==> config.mk <==
export PLATFORM = sky130hd
export DESIGN_NAME = hit_point
export DESIGN_NICKNAME = d
export VERILOG_FILES = /design/src/rtl/hit_point.sv
export SDC_FILE = /design/constraint.sdc
export NUM_CORES = 2
export LEC_CHECK = 0
export ABC_AREA = 1
export ABC_CLOCK_PERIOD_IN_PS = 11700
export CAP_MARGIN = 20
export CORE_MARGIN = 2
export CORE_UTILIZATION = 43
export CTS_CLUSTER_DIAMETER = 100
export DETAILED_ROUTE_END_ITERATION = 10
export GPL_TIMING_DRIVEN = 0
export HOLD_SLACK_MARGIN = 0.03
export MAX_ROUTING_LAYER = met4
export SLEW_MARGIN = 0
export SYNTH_ARGS = -nofsm -noshare
export SYNTH_HDL_FRONTEND = slang
export SYNTH_SLANG_ARGS = --single-unit
==> constraint.sdc <==
create_clock -name clock -period 11.7 [get_ports clock]
set_clock_uncertainty 0.2 [all_clocks]
set_input_delay 1.17 -clock clock [delete_from_list [all_inputs] [get_ports clock]]
set_output_delay 1.17 -clock clock [all_outputs]
set_load 0.01 [all_outputs]
==> src/rtl/hit_point.sv <==
// hit_point: computes P = O + t*D in Q-format fixed point for a divider-fed ray parameter t,
// one axis per cycle on a shared multiplier, with a valid/ready result and one result per t_valid pulse.
module hit_point #(
    parameter int Q_BITS  = 10,
    parameter int D_WIDTH = 32
) (
    input  logic               clock,
    input  logic               reset,
    input  logic [D_WIDTH-1:0] t_in,
    input  logic               t_valid,
    input  logic [D_WIDTH-1:0] t_max,
    input  logic [D_WIDTH-1:0] ox,
    input  logic [D_WIDTH-1:0] oy,
    input  logic [D_WIDTH-1:0] oz,
    input  logic [D_WIDTH-1:0] dx,
    input  logic [D_WIDTH-1:0] dy,
    input  logic [D_WIDTH-1:0] dz,
    output logic [D_WIDTH-1:0] px,
    output logic [D_WIDTH-1:0] py,
    output logic [D_WIDTH-1:0] pz,
    output logic               hit,
    output logic               valid_out,
    input  logic               out_ready
);
    typedef enum logic [2:0] {IDLE, MX, MY, MZ, OUT, REARM} state_t;
    localparam logic signed [2*D_WIDTH-1:0] HALF = (2*D_WIDTH)'(1) << (Q_BITS - 1);
    state_t state, state_next;
    logic [D_WIDTH-1:0] t_r, ox_r, oy_r, oz_r, dx_r, dy_r, dz_r, d_sel, o_sel, axis;
    logic signed [2*D_WIDTH-1:0] prod;
    logic in_hit;
    assign in_hit = ($signed(t_in) > 0) && ($signed(t_in) <= $signed(t_max));
    always_comb begin
        d_sel = state == MY ? dy_r : state == MZ ? dz_r : dx_r;
        o_sel = state == MY ? oy_r : state == MZ ? oz_r : ox_r;
        // sign-extend both operands so the low 2*D_WIDTH bits are the signed product
        prod = {{D_WIDTH{t_r[D_WIDTH-1]}}, t_r} * {{D_WIDTH{d_sel[D_WIDTH-1]}}, d_sel};
        axis = D_WIDTH'((prod + HALF) >>> Q_BITS) + o_sel;
    end
    always_comb begin
        state_next = state;
        case (state)
            IDLE:    state_next = t_valid ? (in_hit ? MX : OUT) : IDLE;
            MX:      state_next = MY;
            MY:      state_next = MZ;
            MZ:      state_next = OUT;
            OUT:     state_next = (valid_out && out_ready) ? REARM : OUT;
            REARM:   state_next = t_valid ? REARM : IDLE;
            default: state_next = IDLE;
        endcase
    end
    always_ff @(posedge clock) begin
        if (!reset) begin
            state     <= IDLE;
            {t_r, ox_r, oy_r, oz_r, dx_r, dy_r, dz_r} <= '0;
            {px, py, pz} <= '0;
            hit       <= 1'b0;
            valid_out <= 1'b0;
        end else begin
            state <= state_next;
            if (state == IDLE && t_valid) begin
                {t_r, ox_r, oy_r, oz_r, dx_r, dy_r, dz_r} <= {t_in, ox, oy, oz, dx, dy, dz};
                hit <= in_hit;
                {px, py, pz} <= '0;
            end
            if (state == MX) px <= axis;
            if (state == MY) py <= axis;
            if (state == MZ) pz <= axis;
            // valid rises one cycle after entering OUT and drops on the accepting edge
            valid_out <= (state == OUT) && !(valid_out && out_ready);
        end
    end
endmodule

Word-level counts from Yosys, hierarchy flattened
Index checks and enable logic that the tools add are counted.
- register bits after elaboration: 325
- input port bits: 260
- output and inout port bits: 98
- word-level logic and storage cells: 45
- reduce and logical (&&, ||, !) cells: 9
- eq/ne operators: 5
- multiply operators: 1
- add/sub/neg operators: 2
- order comparisons: 2
- multiplexer cells: 13
- operator list (operator ; count):
    32-bit 2-to-1 mux ; 8
    42-bit by 11-bit adder with 42-bit output, second input constant ; 1
    32-bit by 32-bit multiplier with 42-bit output ; 1
    32-bit adder ; 1
    32-bit by 1-bit greater-than comparator with 1-bit output, second input constant ; 1
    32-bit less-or-equal comparator ; 1
    3-bit one-hot mux with 6 select lines ; 1
    3-bit 2-to-1 mux ; 3
    3-bit by 2-bit == test with 1-bit output, second input constant ; 2
    3-bit == test, second input constant ; 2
    2-bit nonzero test ; 3
    1-bit logical AND ; 4
    3-bit by 1-bit == test with 1-bit output, second input constant ; 1
    3-bit zero test ; 1
    1-bit zero test ; 1
    1-bit 2-to-1 mux ; 1

Depth between registers and ports, before layout
- word-level depth: 7
- depth in mapped cells: 51
- mapped depth without buffers: 49

Worst setup path after synthesis
Ideal clock, no wire load.
- path type: register to register
- from: register state[0]
- to: register px[28]
- data required time: 11430 ps
- arrival: 8990 ps
- cell stages (with the launch flop): 41
- period minus slack after synthesis: 9261 ps
- path buffers: 2
- path slack: 2439 ps
- library setup time: 70 ps
- cells stage by stage: dfxtp_1 > nand2_2 > nor2_2 > inv_1 > clkbuf_2 > or2_2 > nand3_1 > clkbuf_1 > nor2_1 > fa_1 > fa_1 > inv_1 > fa_1 > fa_1 > inv_1 > fa_1 > inv_1 > fa_1 > [5 not listed] > inv_1 > a31oi_1 > o21ai_0 > a21o_1 > a21oi_1 > o21ai_0 > xor2_1 > ha_1 > a21oi_1 > a21boi_0 > o21ai_0 > a221oi_1 > nand2_1 > a21boi_1 > o21ai_0 > xor2_1 > nand2_1 > a21oi_1
- word-level cells in the longest chain between the ends: 7
- elaborated cells between the ends (all ways): 14
- classes of those cells: add/sub: 2; mul: 1; eq/ne: 3; mux: 5; reduce/logical: 3
- RTL lines (element ; line ; text):
    start, declared ; 27 ; state_t state, state_next;
    start signal, assigned ; 59 ; state <= state_next;
    3-bit by 2-bit == test with 1-bit output ; 33, 34 ;
    32-bit 2-to-1 mux (2 in series) ; 33 ; d_sel = state == MY ? dy_r : state == MZ ? dz_r : dx_r;
    32-bit by 32-bit multiplier with 42-bit output ; 36 ; prod = {{D_WIDTH{t_r[D_WIDTH-1]}}, t_r} * {{D_WIDTH{d_sel[D_WIDTH-1]}}, d_sel};
    42-bit by 11-bit adder with 42-bit output ; 37 ; axis = D_WIDTH'((prod + HALF) >>> Q_BITS) + o_sel;
    32-bit adder ; 37 ;
    32-bit 2-to-1 mux ; 65 ; if (state == MX) px <= axis;
    end signal, assigned ; 65 ;
    end, declared ; 18 ; output logic [D_WIDTH-1:0] px,
Several ways; a longest one is shown, not always the timed one.
A chain may end at the register's enable or synchronous reset.

Worst setup path after layout
- from: register t_r[12]
- to: register px[30]
- word-level cells in the longest chain between the ends: 4
- RTL lines (element ; line ; text):
    start, declared ; 28 ; logic [D_WIDTH-1:0] t_r, ox_r, oy_r, oz_r, dx_r, dy_r, dz_r, d_sel, o_sel, axis;
    start signal, assigned ; 61 ; {t_r, ox_r, oy_r, oz_r, dx_r, dy_r, dz_r} <= {t_in, ox, oy, oz, dx, dy, dz};
    32-bit by 32-bit multiplier with 42-bit output ; 36 ;
    42-bit by 11-bit adder with 42-bit output ; 37 ;
    32-bit adder ; 37 ;
    32-bit 2-to-1 mux ; 65 ;
No other way between the ends.

==> run metrics <==
CTS clock-pin slew for the worst setup and hold paths 0.06 ns; most frequent cells in the layout 941 x inv_1, 841 x nand2_1, 796 x nor2_1; clock sink count 325; CTS tree built; Core ar. 90100 µm²; max capacitance violation total 0; Buffers & Inverters on Critical Path 8; Routed WL 151 mm; cts bufs inserted 34; library cells used by synthesis 56; Routed Antenna Nets 0; initial antenna violation count 2; maximum root-to-sink buffer count 3; Final min period 11.14 ns; hold buffer count at CTS 0; Crit Path Category register to register; Arrival @ worst endpoint 11.43 ns; share of cells above drive strength 1 3.24%; startpoint types register; Yosys Warn Count 0; top-level I/O count 358; largest net degree at the start of global routing 15; worst skew pair latency 0.56 ns; Slew headroom 17.1%; Mapped Avg Cell Area 7.87 µm²; GRT overflow 0; DRC Markers 0; fmax 89.8 MHz; die width 306 µm; Syn Nets 6146; most common cell after layout, fill and taps aside inv_1; Final #Nets 6546; FF+latch count, synth 325; RSZ-0062 raised after global routing no; RR Startpoint t_r[12]; Pins Over Slew Limit 0; Hold Vio Cnt, Final 0; Setup violations, final 0; CP max FO 10; setup TNS 0 ns; Post-synth EDFFs 0; number of global-route vias before repair 35811; average wire per standard cell 23.0 µm; Hold/Removal Path Class register to register; Post-Syn Instances 4972; CP max-delay cell clkbuf_1; Via density 5.32; global-route wire length before repair 225 mm; CTS Root Cell clkbuf_16; Period Utilization, post-route 95.2%; final HPWL from detailed placement 128 mm; Syn Std Cell Area 39100 µm²; First-pass DRT Iterations 5; sequential share of the synthesized area 16.6%; Req. time, crit path 11.99 ns; vias 34955; Chip Height 306 µm; Critical Path Start t_r[12]; Placement Rows 110; Hold Crit Start dy_r[0]; Top delay family on crit path adder cells; H-tree levels 2; Tot GR Track Use 33.6%; Initial Utilization 43.4%; CP endpoint kind register; Iteration-0 DRC Markers 3138; area growth from synthesis to layout 16.2%; top_reg_cell synth dfxtp_1; worst-margin pin slew 1.24 ns; crit-path most repeated cell fa_1; asr flop ratio synth 0%; slowest stage delay, CP 0.86 ns; placer congestion estimate 0.996; die area 93500 µm²; status complete, no violations; IO buf count 356
## final timing paths
| check | to | slack, ns | cells past startpoint |
|---|---|---|---|
| max reg2reg | px[30] | 0.56 | 36 |
| min | dy_r[0] | 0.25 | 2 |
| max | px[30] | 0.56 | 36 |
| min reg2reg | dy_r[0] | 0.25 | 2 |
## per-layer routing
layer  global-route usage [%]  vias up  share of wire, %
met4                     9.91        0               3.4
met1                     43.2    17385                41
li1                         -    15740                 -
met3                     5.56      258               8.2
met2                     54.4     1572                47
met5                        -        -                 0
## logic make-up after synthesis
logic type / share of synthesized area, %
AOI/OAI and AO/OA: 8.66
xor gates and xnor gates: 1.74
adders and majority gates: 42.6
buffers and inverters: 11.7
DFF: 16.6
and+or+nand+nor: 18.7
## sequential cells by signal, summed over array words and instances, names as in the netlist
register   count
dx_r          32
dy_r          32
dz_r          32
hit            1
ox_r          32
oy_r          32
oz_r          32
px            32
py            32
pz            32
state          3
t_r           32
valid_out      1
## area by class of cell
cell class	instances	area (µm²)
Antenna cell	2	5.00
Buffer	238	998
Clock buffer	49	977
Clock inverter	11	138
Fill cell	8902	44700
Inverter	962	3630
Multi-Input combinational cell	3446	28100
Sequential cell	325	6510
Tap cell	1176	1470
Timing Repair Buffer	365	3650
## Yosys cell counts (5+ instances only)
| master | instances | area [µm²] |
|---|---|---|
| ha_1 | 218 | 2730 |
| a21oi_1 | 277 | 1390 |
| nand4_1 | 20 | 125 |
| inv_2 | 10 | 37.5 |
| or2_2 | 22 | 138 |
| clkbuf_1 | 215 | 807 |
| clkinv_1 | 10 | 37.5 |
| nor2_1 | 797 | 2990 |
| buf_1 | 9 | 33.8 |
| nor4_1 | 7 | 43.8 |
| dfxtp_1 | 325 | 6510 |
| xnor2_1 | 26 | 228 |
| o211ai_1 | 8 | 60.1 |
| buf_6 | 6 | 67.6 |
| o21a_1 | 10 | 75.1 |
| nor3_1 | 10 | 50.1 |
| nand3b_1 | 7 | 52.6 |
| a31oi_1 | 20 | 125 |
| nand2_2 | 7 | 43.8 |
| nand2_1 | 841 | 3160 |
| a22oi_1 | 21 | 158 |
| inv_1 | 942 | 3540 |
| xor2_1 | 50 | 438 |
| nand3_2 | 9 | 90.1 |
| o21ai_0 | 258 | 1290 |
| fa_1 | 696 | 13900 |
| nand3_1 | 82 | 410 |
| buf_4 | 5 | 37.5 |
## what timing repair did
action                     in CTS  in global routing
setup buffers                   0                  6
setup endpoints to repair       0                 32
resized for setup               0                 51
## per-stage QoR
stage / std cells / utilization, % / cell area, µm² / hold slack (ns) / setup slack, ns
2_1_floorplan: 4972 / - / 39100 / 0.230 / 2.44
3_3_place_gp: 6504 / 49.0 / 44200 / 0.239 / 0.163
3_5_place_dp: 6505 / 49.0 / 44200 / 0.245 / 0.0215
4_1_cts: 6565 / 50.3 / 45300 / 0.254 / 0.0206
5_1_grt: 6573 / 50.4 / 45500 / 0.268 / 0.0297
6_report: 6574 / 50.4 / 45500 / 0.252 / 0.561
## tightest hold or removal path: cells and delay by family (launching register included)
kind                   cells  cell delay, ns
AOI/OAI and AO/OA          1            0.05
buffers and inverters      1            0.06
DFF                        1            0.30
Power is left out: the tool's default activity adds up to more than one toggle a clock period on the data nets, which glitch-free logic cannot reach.
